[config.mk]
export PLATFORM = sky130hd
export DESIGN_NAME = bram_dual_port_arbiter
export DESIGN_NICKNAME = d
export VERILOG_FILES = /design/src/rtl/bram_dual_port_arbiter.sv
export SDC_FILE = /design/constraint.sdc
export NUM_CORES = 1
export LEC_CHECK = 0
export CAP_MARGIN = 20
export CORE_ASPECT_RATIO = 0.7
export CORE_MARGIN = 8
export CORE_UTILIZATION = 42
export DETAILED_ROUTE_END_ITERATION = 8
export PLACE_DENSITY = 0.79
export SYNTH_ARGS = -nofsm -noshare
export SYNTH_HDL_FRONTEND = slang
export SYNTH_SLANG_ARGS = --single-unit
[constraint.sdc]
create_clock -name clock -period 8.7 [get_ports clock]
set_input_delay 2.61 -clock clock [delete_from_list [all_inputs] [get_ports clock]]
set_output_delay 2.61 -clock clock [all_outputs]
set_load 0.02 [all_outputs]
[src/rtl/bram_dual_port_arbiter.sv]
// Four-requester arbiter in front of a dual-port BRAM: rotating priority,
// two grants per cycle, and a two-stage read-response pipeline.
module bram_dual_port_arbiter #(
  parameter int ADDR_WIDTH = 10,
  parameter int DATA_WIDTH = 18
) (
  input  logic                    clock,
  input  logic                    reset,
  input  logic [3:0]              req_valid,
  output logic [3:0]              req_ready,
  input  logic [3:0]              req_write,
  input  logic [4*ADDR_WIDTH-1:0] req_addr,
  input  logic [4*DATA_WIDTH-1:0] req_wdata,
  output logic [3:0]              resp_valid,
  output logic [4*DATA_WIDTH-1:0] resp_data,
  output logic [ADDR_WIDTH-1:0]   addra,
  output logic [ADDR_WIDTH-1:0]   addrb,
  output logic [DATA_WIDTH-1:0]   dina,
  output logic [DATA_WIDTH-1:0]   dinb,
  output logic                    ena,
  output logic                    enb,
  output logic                    wea,
  output logic                    web,
  output logic                    regcea,
  output logic                    regceb,
  output logic                    bram_reset,
  input  logic [DATA_WIDTH-1:0]   douta,
  input  logic [DATA_WIDTH-1:0]   doutb
);

  logic [ADDR_WIDTH-1:0] addr_w  [4];
  logic [DATA_WIDTH-1:0] wdata_w [4];

  logic [1:0] ptr_q;
  logic [1:0] ptr_d;
  logic [1:0] idx;
  logic       gnt_a;
  logic       gnt_b;
  logic [1:0] id_a;
  logic [1:0] id_b;

  logic       s1a_vld_q;
  logic       s1a_vld_d;
  logic [1:0] s1a_id_q;
  logic       s1b_vld_q;
  logic       s1b_vld_d;
  logic [1:0] s1b_id_q;
  logic       s2a_vld_q;
  logic [1:0] s2a_id_q;
  logic       s2b_vld_q;
  logic [1:0] s2b_id_q;

  always_comb begin
    for (int i = 0; i < 4; i++) begin
      addr_w[i]  = req_addr[i*ADDR_WIDTH +: ADDR_WIDTH];
      wdata_w[i] = req_wdata[i*DATA_WIDTH +: DATA_WIDTH];
    end
  end

  // Scan from ptr; port B skips anything that collides with port A.
  always_comb begin
    gnt_a = 1'b0;
    gnt_b = 1'b0;
    id_a  = '0;
    id_b  = '0;
    idx   = '0;
    for (int j = 0; j < 4; j++) begin
      idx = ptr_q + 2'(j);
      if (reset && req_valid[idx]) begin
        if (!gnt_a) begin
          gnt_a = 1'b1;
          id_a  = idx;
        end else if (!gnt_b &&
                     !((addr_w[idx] == addr_w[id_a]) &&
                       (req_write[idx] || req_write[id_a]))) begin
          gnt_b = 1'b1;
          id_b  = idx;
        end
      end
    end
  end

  always_comb begin
    ptr_d = ptr_q;
    if (gnt_b)
      ptr_d = id_b + 2'd1;
    else if (gnt_a)
      ptr_d = id_a + 2'd1;
  end

  always_comb begin
    req_ready = '0;
    if (gnt_a)
      req_ready[id_a] = 1'b1;
    if (gnt_b)
      req_ready[id_b] = 1'b1;
  end

  assign ena   = gnt_a;
  assign enb   = gnt_b;
  assign wea   = gnt_a & req_write[id_a];
  assign web   = gnt_b & req_write[id_b];
  assign addra = gnt_a ? addr_w[id_a]  : '0;
  assign addrb = gnt_b ? addr_w[id_b]  : '0;
  assign dina  = gnt_a ? wdata_w[id_a] : '0;
  assign dinb  = gnt_b ? wdata_w[id_b] : '0;

  assign s1a_vld_d = gnt_a & ~req_write[id_a];
  assign s1b_vld_d = gnt_b & ~req_write[id_b];

  always_ff @(posedge clock) begin
    if (!reset) begin
      ptr_q     <= '0;
      s1a_vld_q <= 1'b0;
      s1a_id_q  <= '0;
      s1b_vld_q <= 1'b0;
      s1b_id_q  <= '0;
      s2a_vld_q <= 1'b0;
      s2a_id_q  <= '0;
      s2b_vld_q <= 1'b0;
      s2b_id_q  <= '0;
    end else begin
      ptr_q     <= ptr_d;
      s1a_vld_q <= s1a_vld_d;
      s1a_id_q  <= id_a;
      s1b_vld_q <= s1b_vld_d;
      s1b_id_q  <= id_b;
      s2a_vld_q <= s1a_vld_q;
      s2a_id_q  <= s1a_id_q;
      s2b_vld_q <= s1b_vld_q;
      s2b_id_q  <= s1b_id_q;
    end
  end

  assign regcea     = reset & s1a_vld_q;
  assign regceb     = reset & s1b_vld_q;
  assign bram_reset = ~reset;

  always_comb begin
    resp_valid = '0;
    resp_data  = '0;
    if (reset && s2a_vld_q) begin
      resp_valid[s2a_id_q] = 1'b1;
      resp_data[int'(s2a_id_q)*DATA_WIDTH +: DATA_WIDTH] = douta;
    end
    if (reset && s2b_vld_q) begin
      resp_valid[s2b_id_q] = 1'b1;
      resp_data[int'(s2b_id_q)*DATA_WIDTH +: DATA_WIDTH] = doutb;
    end
  end

endmodule

### Word level (Yosys, flattened, before mapping)

Index checks and enable logic that the tools add are counted.
Widths: inputs -> output; s select.

| word-level totals | value |
|---|---|
| bits in registers | 14 |
| logic and storage cells | 195 |

| cells by class | value |
|---|---|
| add/subtract/negate cells | 7 |
| multiply operators | 2 |
| $lt $le $gt $ge | 23 |
| eq/ne operators | 3 |
| shifts and indexed selects | 4 |
| multiplexer cells | 104 |
| bitwise gates (word level) | 20 |
| reductions and logical operators | 23 |

Operators by type and width:

| operator | number |
|---|---|
| $mux 10 | 18 |
| $bmux 10 s2 | 8 |
| $mux 72 | 2 |
| $shift 18x33->72 const A | 2 |
| $shiftx 18x33->72 | 2 |
| $mux 18 | 6 |
| $and 72x72->72 | 1 |
| $bmux 18 s2 | 2 |
| $bwmux 72 | 1 |
| $neg 7->33 | 2 |
| $mux 2 | 18 |
| $lt 2x3->1 const B | 11 |
| $eq 10x10->1 | 3 |
| $mux 1 | 29 |
| $bmux 1 s2 | 12 |
| $ge 3x3->1 const B | 8 |
| $not 2->3 | 8 |
| $mux 4 | 4 |
| $logic_and 1x1->1 | 15 |
| $mul 2x4->6 const B | 2 |
| $demux 1 s2 | 4 |
| $ge 2x1->1 const B | 4 |
| $or 4x4->4 | 2 |
| $add 2x1->2 const B | 3 |
| 6 further kinds | 19 |

### Longest topological paths before layout

| logic depth | value |
|---|---|
| depth in word-level cells | 29 |
| gate-level depth with buffers | 23 |
| gate-level depth less buffers | 17 |

### Worst setup path after synthesis

No wires, ideal clock.

| path | value |
|---|---|
| kind | input-to-output |
| start | input req_valid[0] |
| end | output dinb[10] |
| arrival | 6,533 ps |
| required time | 6,090 ps |
| slack | -443 ps |
| stages on the path | 18 |
| path through | buf_6 inv_1 o21ai_0 nor2_1 a211oi_1 ha_1 clkbuf_1 mux4_2 a211o_1 nand4_1 o31ai_1 a211o_1 a21boi_2 nor4b_2 or2_1 buf_2 buf_2 o22ai_1 |

| between the ends | value |
|---|---|
| word-level cells in the longest chain between the ends | 28 |
| elaborated cells on any way between the ends | 76 |
| classes of those cells | eq/ne: 3; mux: 53; bitwise: 4; reduce/logical: 16 |

RTL lines:

| item | line | source |
|---|---|---|
| start, declared | 9 | `input logic [3:0] req_valid,` |
| $bmux 1 s2 | 69 | `if (reset && req_valid[idx]) begin` |
| $mux 1 (not written as such) | 69 |  |
| $logic_and 1x1->1 | 69 |  |
| $mux 2 | 69 |  |
| $not 2->3 (not written as such) | 74 | `!((addr_w[idx] == addr_w[id_a]) &&` |
| $bmux 10 s2 | 74 |  |
| $mux 10 (not written as such) (2 in a row) | 74 |  |
| $eq 10x10->1 | 74 |  |
| [... 10 more ...] | - |  |
| $logic_and 1x1->1 | 73 | `end else if (!gnt_b &&` |
| $mux 2 | 73 |  |
| $mux 2 | 70 | `if (!gnt_a) begin` |
| $mux 2 | 69 |  |
| $not 2->3 (not written as such) | 106 | `assign dinb = gnt_b ? wdata_w[id_b] : '0;` |
| $bmux 18 s2 | 106 |  |
| $mux 18 (not written as such) (2 in a row) | 106 |  |
| $mux 18 (*) | 106 |  |
| end, declared | 19 | `output logic [DATA_WIDTH-1:0] dinb,` |

Mark *: on every way between the ends. The rest lies on a longest branch, timed or not. The select of a mux whose other input is x is not followed.

### Worst setup path in the final report

| path | value |
|---|---|
| start | input req_valid[0] |
| end | output dinb[16] |

The elaborated chain is that of the path after synthesis.

==> metrics.cfg <==
[cts]
cts.sinks=14
cts_buffer_depth=2
cts_buffers=3
cts_tree=built
cts_root_buf=clkbuf_16
clock_latency_ps=240
cts_hold_buf=0
h-tree-depth=1
clk_pin_slew_ps=50

[route]
remaining_drc_errors=0
routedWlPerCell_um=25.4
num_vias=10658
routed_wl_um=41800
vias_per_cell=6.47
antenna_left=0
drt_iter0_markers=1708
first_pass_iters=6

[worst_setup_path]
rr_startpoint=ptr_q[0]$_SDFFE_PN0P_
slowest_stage=mux2i_1
crit_fanout=10
cp_num_cells=22
worst_path_most_repeated_cell=buf_4
cp_num_buf_inv=10
r2r_cells=21
endpoint=dinb[16]
r2r_slack_ps=3720
start_kind=input pin
cpPeakStageDelay_ps=350
crit_path_end_kind=output port
path_class=in2out
cp.required_ps=6090
startpoint=req_valid[0]
worstPathCellList=buf_8, buf_4, buf_4, mux2i_1, o221a_4, a21oi_4, buf_4, mux2i_4, buf_12, mux2i_2, xnor2_2, o2111ai_2, nor4_4, buf_4, o31ai_4, a2bb2oi_4, buf_6, buf_6, buf_16, mux2i_1, o22ai_2, buf_4
cp.arrival_ps=6620
rr_endpoint=ptr_q[1]$_SDFFE_PN0P_
cpLargestDelayFamily=buffers and inverters

[timing]
relSlewSlack=0.400
rsz0062_at_grt=true
hold_violations=0
setup_tns_ps=-14910
fmax_mhz=108
period_share=1.06
fin_skew_ps=3.97
worstMarginPinSlew_ps=900
min_period_ps=9230
setup_ws_ps=-532
slew_violations=0
finalSetupViolations=33

[power_and_ir_drop]
p_leak_nw=5.18
p_int_mw=1.54
switching_share=0.523
ir_drop_mv=0.176
combPwrFrac=0.931
pwr-share-clk=0.030
pwr-share-seq=0.039
power_switching_mw=1.69
fin_total_pwr_mw=3.23
cellPowerDensity_nw_per_um2=247

[flow_run]
maxCapViolCount=0

[grt]
grt_first_pass_wirelength_um=61300
overflow=0
grt_pass1_vias=9921
antenna_found_initial=3
grt_max_degree=37
gr-usage-all-layers=0.339

[placed_design]
preCtsSetupSlack_ps=-1470
dp_hpwl_um=32400
portBuffers=300
gp_routability_congestion=0.997
dp.cells=1616

[floorplanning]
die_w_um=178
initial_core_util=0.429
coreArea_um2=18000
die_area_um2=23100
ios=301
row_count=41
dieHeight_um=130

[synth]
netlist_top_cells_count=mux2i_1, o22ai_1, nand2_1, a211oi_1, clkbuf_1
syn_area_um2=7730
async_flop_share=0
ys.flop_type=dfxtp_1
synth_nets=1170
yosysSeqAreaShare=0.0362
yosysTopAreaCell=mux2i_1
syn_inst=998
ys_types=79
ys_ff_latch=14
synth-edff-count=0
synth_warnings=0
synth_top_area_frac=0.195
synth.most_common_cell=mux2i_1
ys_top_cells_by_area=mux2i_1, mux4_2, o22ai_1
syn_area_per_cell_um2=7.75

[hold_path]
hp-class=reg2reg
min_from=s1b_id_q[0]$_SDFF_PN0_

[final_layout]
nets=1584
area_growth_pct=69.2
post-route-util=0.727
finalNonFillerCells=1648
drive_above_1_share=0.307

[status]
violations=negative setup slack
outcome=finished, violations left

-- per-stage QoR --
| step | area (µm²) | hold slack, ps |
|---|---|---|
| after floorplan | 8010 | 412 |
| after global placement | 12400 | 416 |
| after detailed placement | 12400 | 419 |
| after CTS | 13000 | 429 |
| after global routing | 13100 | 438 |
| final | 13100 | 432 |
-- power by group through the flow --
stage,Combinational (mW),Sequential (mW),Clock [mW]
CTS,2.87,0.122,0.0975
floorplan,1.69,0.0917,0
global route,3.13,0.130,0.101
detailed placement,2.67,0.122,0
finish,3.00,0.127,0.0971
global placement,2.65,0.121,0
-- layout make-up --
class	instances	area, µm²
Fill cell	1355	4920
Tap cell	236	295
Timing Repair Buffer	508	4840
Inverter	26	109
Clock buffer	4	88.8
Sequential cell	14	283
Multi-Input combinational cell	859	7460
Antenna cell	1	2.50
-- registers in the layout (all words and copies together) (netlist names) --
| register | cells |
|---|---|
| s2b_id_q | 2 |
| ptr_q | 2 |
| s2a_vld_q | 1 |
| s2a_id_q | 2 |
| s1a_id_q | 2 |
| s2b_vld_q | 1 |
| s1b_vld_q | 1 |
| s1b_id_q | 2 |
| s1a_vld_q | 1 |
-- placed cells by master (no fill, tap or decap), types with 30 or more instances in the layout --
cell,Yosys,final
nand2_1,79,78
a211oi_1,65,64
mux2i_1,151,128
buf_4,3,192
nor2b_1,33,33
o21ai_0,31,30
mux4_2,41,43
o22ai_1,108,78
clkdlybuf4s50_1,0,259
nor2_1,49,47
-- cells by family (layout without fill, tap and decap cells) --
kind of cell,count (synthesis),in the layout,synth area share
AO/OA/AOI/OAI,319,319,0.285
AND/OR/NAND/NOR,277,277,0.185
multiplexers,223,223,0.366
buffers and inverters,125,538,0.0749
XOR/XNOR,25,25,0.0283
adder cells (fa/ha/maj),15,15,0.0239
flip-flops,14,14,0.0362
other,0,1,0
-- worst register-to-register path: stages (launching register included) --
cell and delay (ps):
dfxtp_2 790, mux2i_4 470, a211oi_4 110, ha_2 250
buf_4 130, buf_4 120, buf_4 140, mux4_2 450
xnor2_2 230, nand3_2 150, o31ai_2 270, buf_4 160
a211o_4 120, a21boi_4 220, buf_4 140, buf_4 90
buf_4 80, o21ai_1 80, buf_4 160, nand2b_1 150
and4b_1 200, or3_1 350
-- per-layer routing --
| layer | track usage | share of wire | vias up |
|---|---|---|---|
| met5 | 0 | 0.00065 | - |
| met4 | 0.0388 | 0.011 | 4 |
| met3 | 0.0918 | 0.13 | 57 |
| met2 | 0.501 | 0.42 | 723 |
| met1 | 0.497 | 0.43 | 5132 |
| li1 | - | - | 4742 |
-- worst min-delay path by stage --
stage                                        end  slack [ps]  cells past startpoint
after floorplan           s2a_id_q[0]$_SDFF_PN0_         410                      1
after global placement    s2a_id_q[0]$_SDFF_PN0_         420                      1
after detailed placement  s2b_id_q[0]$_SDFF_PN0_         420                      1
after CTS                 s2b_id_q[0]$_SDFF_PN0_         430                      1
after global routing      s2b_id_q[0]$_SDFF_PN0_         440                      1
final                     s2b_id_q[0]$_SDFF_PN0_         430                      1
-- repair_timing --
| action | in CTS | in global routing |
|---|---|---|
| hold endpoints to repair | 0 | 0 |
| resized for setup | 249 | 27 |
| setup endpoints to repair | 62 | 46 |
| pin swaps | 24 | 16 |
| setup buffers | 22 | 6 |
| gates cloned | 6 | 0 |
No activity file was read; power rests on OpenSTA's default activity.
